==> src/rtl/pi_phase_code_ctrl.sv <==
// Phase-interpolator code controller for the CDR loop.
// Slews the live phase code toward a requested target along the shorter arc
// of the code circle, rate-limited by an update tick and step-limited per
// tick. Accepts single-LSB early/late nudges while idle. Decodes the live
// code into an adjacent one-hot phase pair plus the mixing weight.
module pi_phase_code_ctrl #(
    parameter int SECT_BITS  = 3,
    parameter int FRAC_BITS  = 8,
    parameter int UPD_DIV    = 4,
    parameter int MAX_STEP   = 1,
    parameter int SETTLE_CYC = 8,
    parameter int RST_CODE   = 0,
    localparam int CW        = SECT_BITS + FRAC_BITS,
    localparam int N         = 2 ** SECT_BITS
) (
    input  logic                 CLK,
    input  logic                 Rst_n,
    input  logic                 Tgt_Valid,
    input  logic [CW-1:0]        Tgt_Code,
    output logic                 Tgt_Ready,
    input  logic                 Step_Up,
    input  logic                 Step_Dn,
    output logic [CW-1:0]        Code_Cur,
    output logic [N-1:0]         Sel_A,
    output logic [N-1:0]         Sel_B,
    output logic [FRAC_BITS-1:0] Weight_B,
    output logic                 Busy,
    output logic                 Done,
    output logic                 Wrap
);

    localparam int TW = (UPD_DIV > 1) ? $clog2(UPD_DIV) : 1;
    localparam int SW = (SETTLE_CYC > 1) ? $clog2(SETTLE_CYC) : 1;
    localparam logic [CW-1:0] HALF_C        = {1'b1, {(CW-1){1'b0}}};
    localparam logic [CW-1:0] MAX_STEP_C    = CW'(MAX_STEP);
    localparam logic [CW-1:0] RST_CODE_C    = CW'(RST_CODE);
    localparam logic [CW-1:0] CODE_MAX_C    = {CW{1'b1}};
    localparam logic [TW-1:0] TICK_LAST_C   = TW'(UPD_DIV - 1);
    localparam logic [SW-1:0] SETTLE_LAST_C = SW'(SETTLE_CYC - 1);

    typedef enum logic [1:0] {
        ST_IDLE   = 2'd0,
        ST_SLEW   = 2'd1,
        ST_SETTLE = 2'd2
    } state_e;

    state_e                 state_r;
    logic [TW-1:0]          tick_cnt_r;
    logic [SW-1:0]          settle_cnt_r;
    logic [CW-1:0]          code_r;
    logic [CW-1:0]          tgt_r;
    logic                   ready_r;
    logic                   busy_r;
    logic                   done_r;
    logic                   wrap_r;

    logic                   tick_s;
    logic                   accept_s;
    logic [CW-1:0]          diff_s;
    logic                   dir_up_s;
    logic [CW-1:0]          dist_s;
    logic [CW-1:0]          step_s;
    logic                   landing_s;
    logic [CW:0]            up_sum_s;
    logic [CW:0]            dn_dif_s;
    logic [CW-1:0]          slew_code_s;
    logic                   slew_wrap_s;
    logic                   nudge_en_s;
    logic [CW-1:0]          nudge_code_s;
    logic                   nudge_wrap_s;
    logic [SECT_BITS-1:0]   sector_s;
    logic [SECT_BITS-1:0]   sector_nx_s;
    logic [N-1:0]           sel_a_s;
    logic [N-1:0]           sel_b_s;

    assign tick_s   = (tick_cnt_r == TICK_LAST_C);
    assign accept_s = Tgt_Valid & ready_r;

    // Free-running update divider; the code may only move on its last count.
    always_ff @(posedge CLK or negedge Rst_n) begin
        if (!Rst_n) begin
            tick_cnt_r <= {TW{1'b0}};
        end else if (tick_s) begin
            tick_cnt_r <= {TW{1'b0}};
        end else begin
            tick_cnt_r <= tick_cnt_r + TW'(1);
        end
    end

    // Shortest-arc step toward the target; a half-circle tie resolves upward.
    always_comb begin
        diff_s    = tgt_r - code_r;
        dir_up_s  = (diff_s <= HALF_C);
        dist_s    = dir_up_s ? diff_s : ({CW{1'b0}} - diff_s);
        landing_s = (dist_s <= MAX_STEP_C);
        step_s    = landing_s ? dist_s : MAX_STEP_C;
        up_sum_s  = {1'b0, code_r} + {1'b0, step_s};
        dn_dif_s  = {1'b0, code_r} - {1'b0, step_s};
        if (dir_up_s) begin
            slew_code_s = up_sum_s[CW-1:0];
            slew_wrap_s = up_sum_s[CW];
        end else begin
            slew_code_s = dn_dif_s[CW-1:0];
            slew_wrap_s = dn_dif_s[CW];
        end
    end

    // Single-LSB nudge; opposing requests cancel.
    always_comb begin
        nudge_en_s = Step_Up ^ Step_Dn;
        if (Step_Up) begin
            nudge_code_s = code_r + CW'(1);
            nudge_wrap_s = (code_r == CODE_MAX_C);
        end else begin
            nudge_code_s = code_r - CW'(1);
            nudge_wrap_s = (code_r == {CW{1'b0}});
        end
    end

    // Control FSM with registered handshake and status outputs.
    always_ff @(posedge CLK or negedge Rst_n) begin
        if (!Rst_n) begin
            state_r      <= ST_IDLE;
            code_r       <= RST_CODE_C;
            tgt_r        <= RST_CODE_C;
            settle_cnt_r <= {SW{1'b0}};
            ready_r      <= 1'b0;
            busy_r       <= 1'b0;
            done_r       <= 1'b0;
            wrap_r       <= 1'b0;
        end else begin
            done_r <= 1'b0;
            wrap_r <= 1'b0;
            case (state_r)
                ST_IDLE: begin
                    ready_r <= 1'b1;
                    busy_r  <= 1'b0;
                    if (accept_s) begin
                        tgt_r   <= Tgt_Code;
                        state_r <= ST_SLEW;
                        busy_r  <= 1'b1;
                    end else if (tick_s && nudge_en_s) begin
                        code_r <= nudge_code_s;
                        wrap_r <= nudge_wrap_s;
                    end
                end
                ST_SLEW: begin
                    ready_r <= 1'b1;
                    busy_r  <= 1'b1;
                    if (accept_s) begin
                        tgt_r <= Tgt_Code;
                    end
                    // A target arriving on the landing tick keeps the slew alive.
                    if (tick_s) begin
                        if (diff_s != {CW{1'b0}}) begin
                            code_r <= slew_code_s;
                            wrap_r <= slew_wrap_s;
                        end
                        if ((diff_s == {CW{1'b0}} || landing_s) && !accept_s) begin
                            state_r      <= ST_SETTLE;
                            ready_r      <= 1'b0;
                            settle_cnt_r <= {SW{1'b0}};
                        end
                    end
                end
                ST_SETTLE: begin
                    ready_r <= 1'b0;
                    busy_r  <= 1'b1;
                    if (settle_cnt_r == SETTLE_LAST_C) begin
                        state_r <= ST_IDLE;
                        done_r  <= 1'b1;
                        busy_r  <= 1'b0;
                        ready_r <= 1'b1;
                    end else begin
                        settle_cnt_r <= settle_cnt_r + SW'(1);
                    end
                end
                default: begin
                    state_r <= ST_IDLE;
                    busy_r  <= 1'b0;
                    ready_r <= 1'b1;
                end
            endcase
        end
    end

    // Sector decode: lower phase and its wrap-around neighbour.
    always_comb begin
        sector_s    = code_r[CW-1:FRAC_BITS];
        sector_nx_s = sector_s + SECT_BITS'(1);
        sel_a_s     = {N{1'b0}};
        sel_b_s     = {N{1'b0}};
        sel_a_s[sector_s]    = 1'b1;
        sel_b_s[sector_nx_s] = 1'b1;
    end

    assign Tgt_Ready = ready_r;
    assign Code_Cur  = code_r;
    assign Sel_A     = sel_a_s;
    assign Sel_B     = sel_b_s;
    assign Weight_B  = code_r[FRAC_BITS-1:0];
    assign Busy      = busy_r;
    assign Done      = done_r;
    assign Wrap      = wrap_r;

endmodule

==> config.mk <==
export PLATFORM = sky130hd
export DESIGN_NAME = pi_phase_code_ctrl
export DESIGN_NICKNAME = d
export VERILOG_FILES = /design/src/rtl/pi_phase_code_ctrl.sv
export SDC_FILE = /design/constraint.sdc
export NUM_CORES = 1
export LEC_CHECK = 0
export ABC_AREA = 1
export CAP_MARGIN = 20
export CORE_UTILIZATION = 53
export CTS_BUF_LIST = sky130_fd_sc_hd__clkbuf_2
export CTS_CLUSTER_SIZE = 10
export DETAILED_ROUTE_END_ITERATION = 8
export HOLD_SLACK_MARGIN = 0.12
export PLACE_DENSITY_LB_ADDON = 0.3
export REMOVE_ABC_BUFFERS = 1
export SLEW_MARGIN = 5
export SYNTH_ARGS = -nofsm -noshare
export SYNTH_HDL_FRONTEND = slang
export SYNTH_SLANG_ARGS = --single-unit
==> constraint.sdc <==
create_clock -name CLK -period 4.95 [get_ports CLK]
set_clock_uncertainty 0.15 [all_clocks]
set_input_delay 0.7425 -clock CLK [delete_from_list [all_inputs] [get_ports CLK]]
set_output_delay 0.7425 -clock CLK [all_outputs]
set_load 0.05 [all_outputs]
==> flow_summary_export.csv <==
group,metric,value,unit
yosys,yosysMostFrequentCell,"nand2_1",
sta,setup_viol,0,
global_route,grt_pass1_wl,19100,um
yosys,synthSimpleGateAreaFrac,32.5,%
routing,route.vias.total,4517,
worst_setup_path,cp-start-kind,"flip-flop",
min_path,min_path_type,"reg2reg",
sta,worst_pin_slew,851,ps
routing,maxUsedRoutingLayer,"met4",
global_route,grt_use_total,28.3,%
yosys,synthFlopType,"dfrtp_1",
sta,fin_crit_sh,99.3,%
routing,ant_nets,0,
sta,slew_headroom,43.3,%
yosys,async_flop_share,100,%
yosys,seq_area_frac_synth,19.9,%
routing,wl_met1,5050,um
worst_setup_path,crit_type,"reg2reg",
placed_design,dp_cells,794,
placed_design,hpwl,9080,um
worst_setup_path,end_kind,"flip-flop",
clock_tree,cts_tree,"built",
worst_setup_path,crit_slowest_cell,"fa_2",
worst_setup_path,worstPathArrival,5090,ps
clock_tree,ctsLongestPathBuffers,2,
yosys,synth-edff-count,0,
cells_and_area,diodes,0,
routing,dr_wl_met3,800,um
yosys,synth_area_leaders,"dfrtp_1 20%, ha_1 16%, nand2_1 12%, inv_1 7.1%, a21oi_1 5.4%",
sta,finalCriticalPeriod,4920,ps
floorplanning,rows,31,
yosys,synth_xor_xnor_area_share,1.90,%
worst_setup_path,worst-path-buf-inv,2,
clock_tree,clkLatencyLatePin,380,ps
floorplanning,die-area,8190,um2
run,max_cap_violations,0,
clock_tree,htree_levels,2,
sta,fin_setup_tns,0,ps
global_route,grt_max_degree,34,
floorplanning,core_area,7410,um2
yosys,ys_ff_latch,33,
clock_tree,root_buffer,"clkbuf_2",
clock_tree,cts_inserted_buffers,5,
cells_and_area,finalNonFillerCells,816,
yosys,synth_compound_area_share,15.2,%
floorplanning,initial_core_util,56.1,%
yosys,synth_top_area_share,19.9,%
placed_design,finalWeightedCongestion,0.872,
worst_setup_path,cp_common_cell,"nor2_1",
sta,fin_ws,32.3,ps
worst_setup_path,worstRegToRegCells,27,
yosys,synthAdderAreaFrac,17.6,%
sta,hold_viol,0,
worst_setup_path,crit_cells,27,
cells_and_area,area_growth,28.7,%
routing,dr_wl_met2,5580,um
sta,timing.hold.ws,293,ps
yosys,yosysTopAreaCell,"dfrtp_1",
sta,max_freq,203,MHz
floorplanning,ios,55,
routing,dr.first_iter.drc_count,273,
sta,maxSlewViolCount,0,
routing,avgViaCountPerCell,5.54,
clock_tree,clk_pin_slew_worst_paths,190,ps
yosys,synth_cell_types,44,
placed_design,place.port_buffers,54,
min_path,holdPathStages,1,
floorplanning,die_w,90.5,um
run_status,status,"finished, final reports clean",
routing,wirelength,11700,um
global_route,overflow,0,
clock_tree,cts_num_sinks,33,
worst_setup_path,crit_fanout,3,
routing,post_drt_wl_per_cell,14.3,um
yosys,synthTopCellsByCount,"130 x nand2_1, 79 x inv_1, 52 x ha_1",
sta,rsz0062_at_grt,"yes",
yosys,synth_top_family_by_area,"simple AND/OR/NAND/NOR gates",
yosys,netlist_area,4150,um2
yosys,yosysWarnings,0,
floorplanning,dieHeight,90.5,um
placed_design,place_ws,-218,ps
worst_setup_path,crit_family,"simple AND/OR/NAND/NOR gates",
worst_setup_path,crit_required,5120,ps
worst_setup_path,slowest_delay,570,ps
cells_and_area,fin_nets,788,
yosys,muxShareOfSynthArea,2.44,%
global_route,grt_pass1_vias,4283,
yosys,synth_area_per_cell,6.77,um2
routing,drc,0,
global_route,grt_antenna_before_repair,0,
cells_and_area,drive_above_1_share,18.1,%
routing,drt_first_pass_iters,5,
yosys,syn_inst,613,
-- metal layers --
metal | track usage (%) | up-vias
met5 | 0 | -
met4 | 8.47 | 0
met3 | 4.97 | 25
met2 | 47.8 | 151
met1 | 36.7 | 2114
li1 | - | 2227
-- layout make-up --
cell class	count	area [um2]
sequential	33	826
clock inverter	3	68.8
timing repair buffer	94	848
inverter	85	322
fill	621	2070
clock buffer	5	25.0
multi-input combinational	497	3130
tap	99	124
-- worst reg2reg max path, delay by kind of cell (launching register included) --
| kind | cells | cell delay [ps] |
|---|---|---|
| adder cells (fa/ha/maj) | 4 | 1340 |
| AO/OA/AOI/OAI | 7 | 920 |
| AND/OR/NAND/NOR | 13 | 1670 |
| flip-flops | 1 | 460 |
| buffers and inverters | 2 | 210 |
| XOR/XNOR | 1 | 150 |
-- sequential cells by signal, indices dropped and copies added, names as in the netlist --
register,cells
Code_Cur,11
tgt_r,11
settle_cnt_r,3
state_r,2
tick_cnt_r,2
Busy,1
Done,1
Tgt_Ready,1
Wrap,1
-- path summary, 6_finish.rpt --
check,to,slack [ps],startpoint
max,Code_Cur[10],30,Code_Cur[0]
min,tick_cnt_r[0],290,tick_cnt_r[0]
max reg2reg,Code_Cur[10],30,Code_Cur[0]
min reg2reg,tick_cnt_r[0],290,tick_cnt_r[0]
max in group asynchronous,Code_Cur[0],3760,Rst_n
min in group asynchronous,Done,570,Rst_n
-- through the flow --
| stage | util [%] | instance area (um2) |
|---|---|---|
| 3_5_place_dp | 67.3 | 4980 |
| 2_1_floorplan | - | 4120 |
| 5_1_grt | 72.1 | 5340 |
| 3_3_place_gp | 67.3 | 4980 |
| 4_1_cts | 70.4 | 5210 |
| 6_report | 72.1 | 5340 |
-- timing repair --
action,in CTS,in global routing
hold buffers,0,0
endpoints found under the setup margin,3,8
pin swaps,19,19
setup buffers,9,6
resized for setup,27,31
cloned,0,0
-- cells by family after synthesis --
group | after synthesis
compound gates | 108
simple gates | 293
flops | 33
xor+xnor | 9
fa+ha+maj | 56
buf+inv | 103
other cells | 2
mux | 9
-- cell usage in the layout, fill, tap and decap left out, types with 3 or more instances in the layout --
master           count
nand2_2             13
xor2_1               6
inv_2                5
nand2_1            128
nand3b_1             5
a211oi_1             3
nor2_1              46
buf_4               38
nor2_2               4
nor2_4               3
ha_2                 4
o21ai_1              8
a31oi_1              4
nand4_1             12
ha_1                47
a22oi_1              3
nand3_2             11
clkbuf_2             5
o21ai_0             21
clkdlybuf4s50_1     54
a21oi_1             40
o21ai_2              4
mux2_2               9
conb_1              22
fa_2                 3
clkinv_1             3
dfrtp_1             33
nand3_1             39
nor3_1              19
o21bai_1             4
inv_1               76
a21oi_2              5
o211ai_1             3
xnor2_1              3
or2_2                7
Power is left out: the tool's default activity adds up to more than one toggle a clock period on the data nets, which glitch-free logic cannot reach.
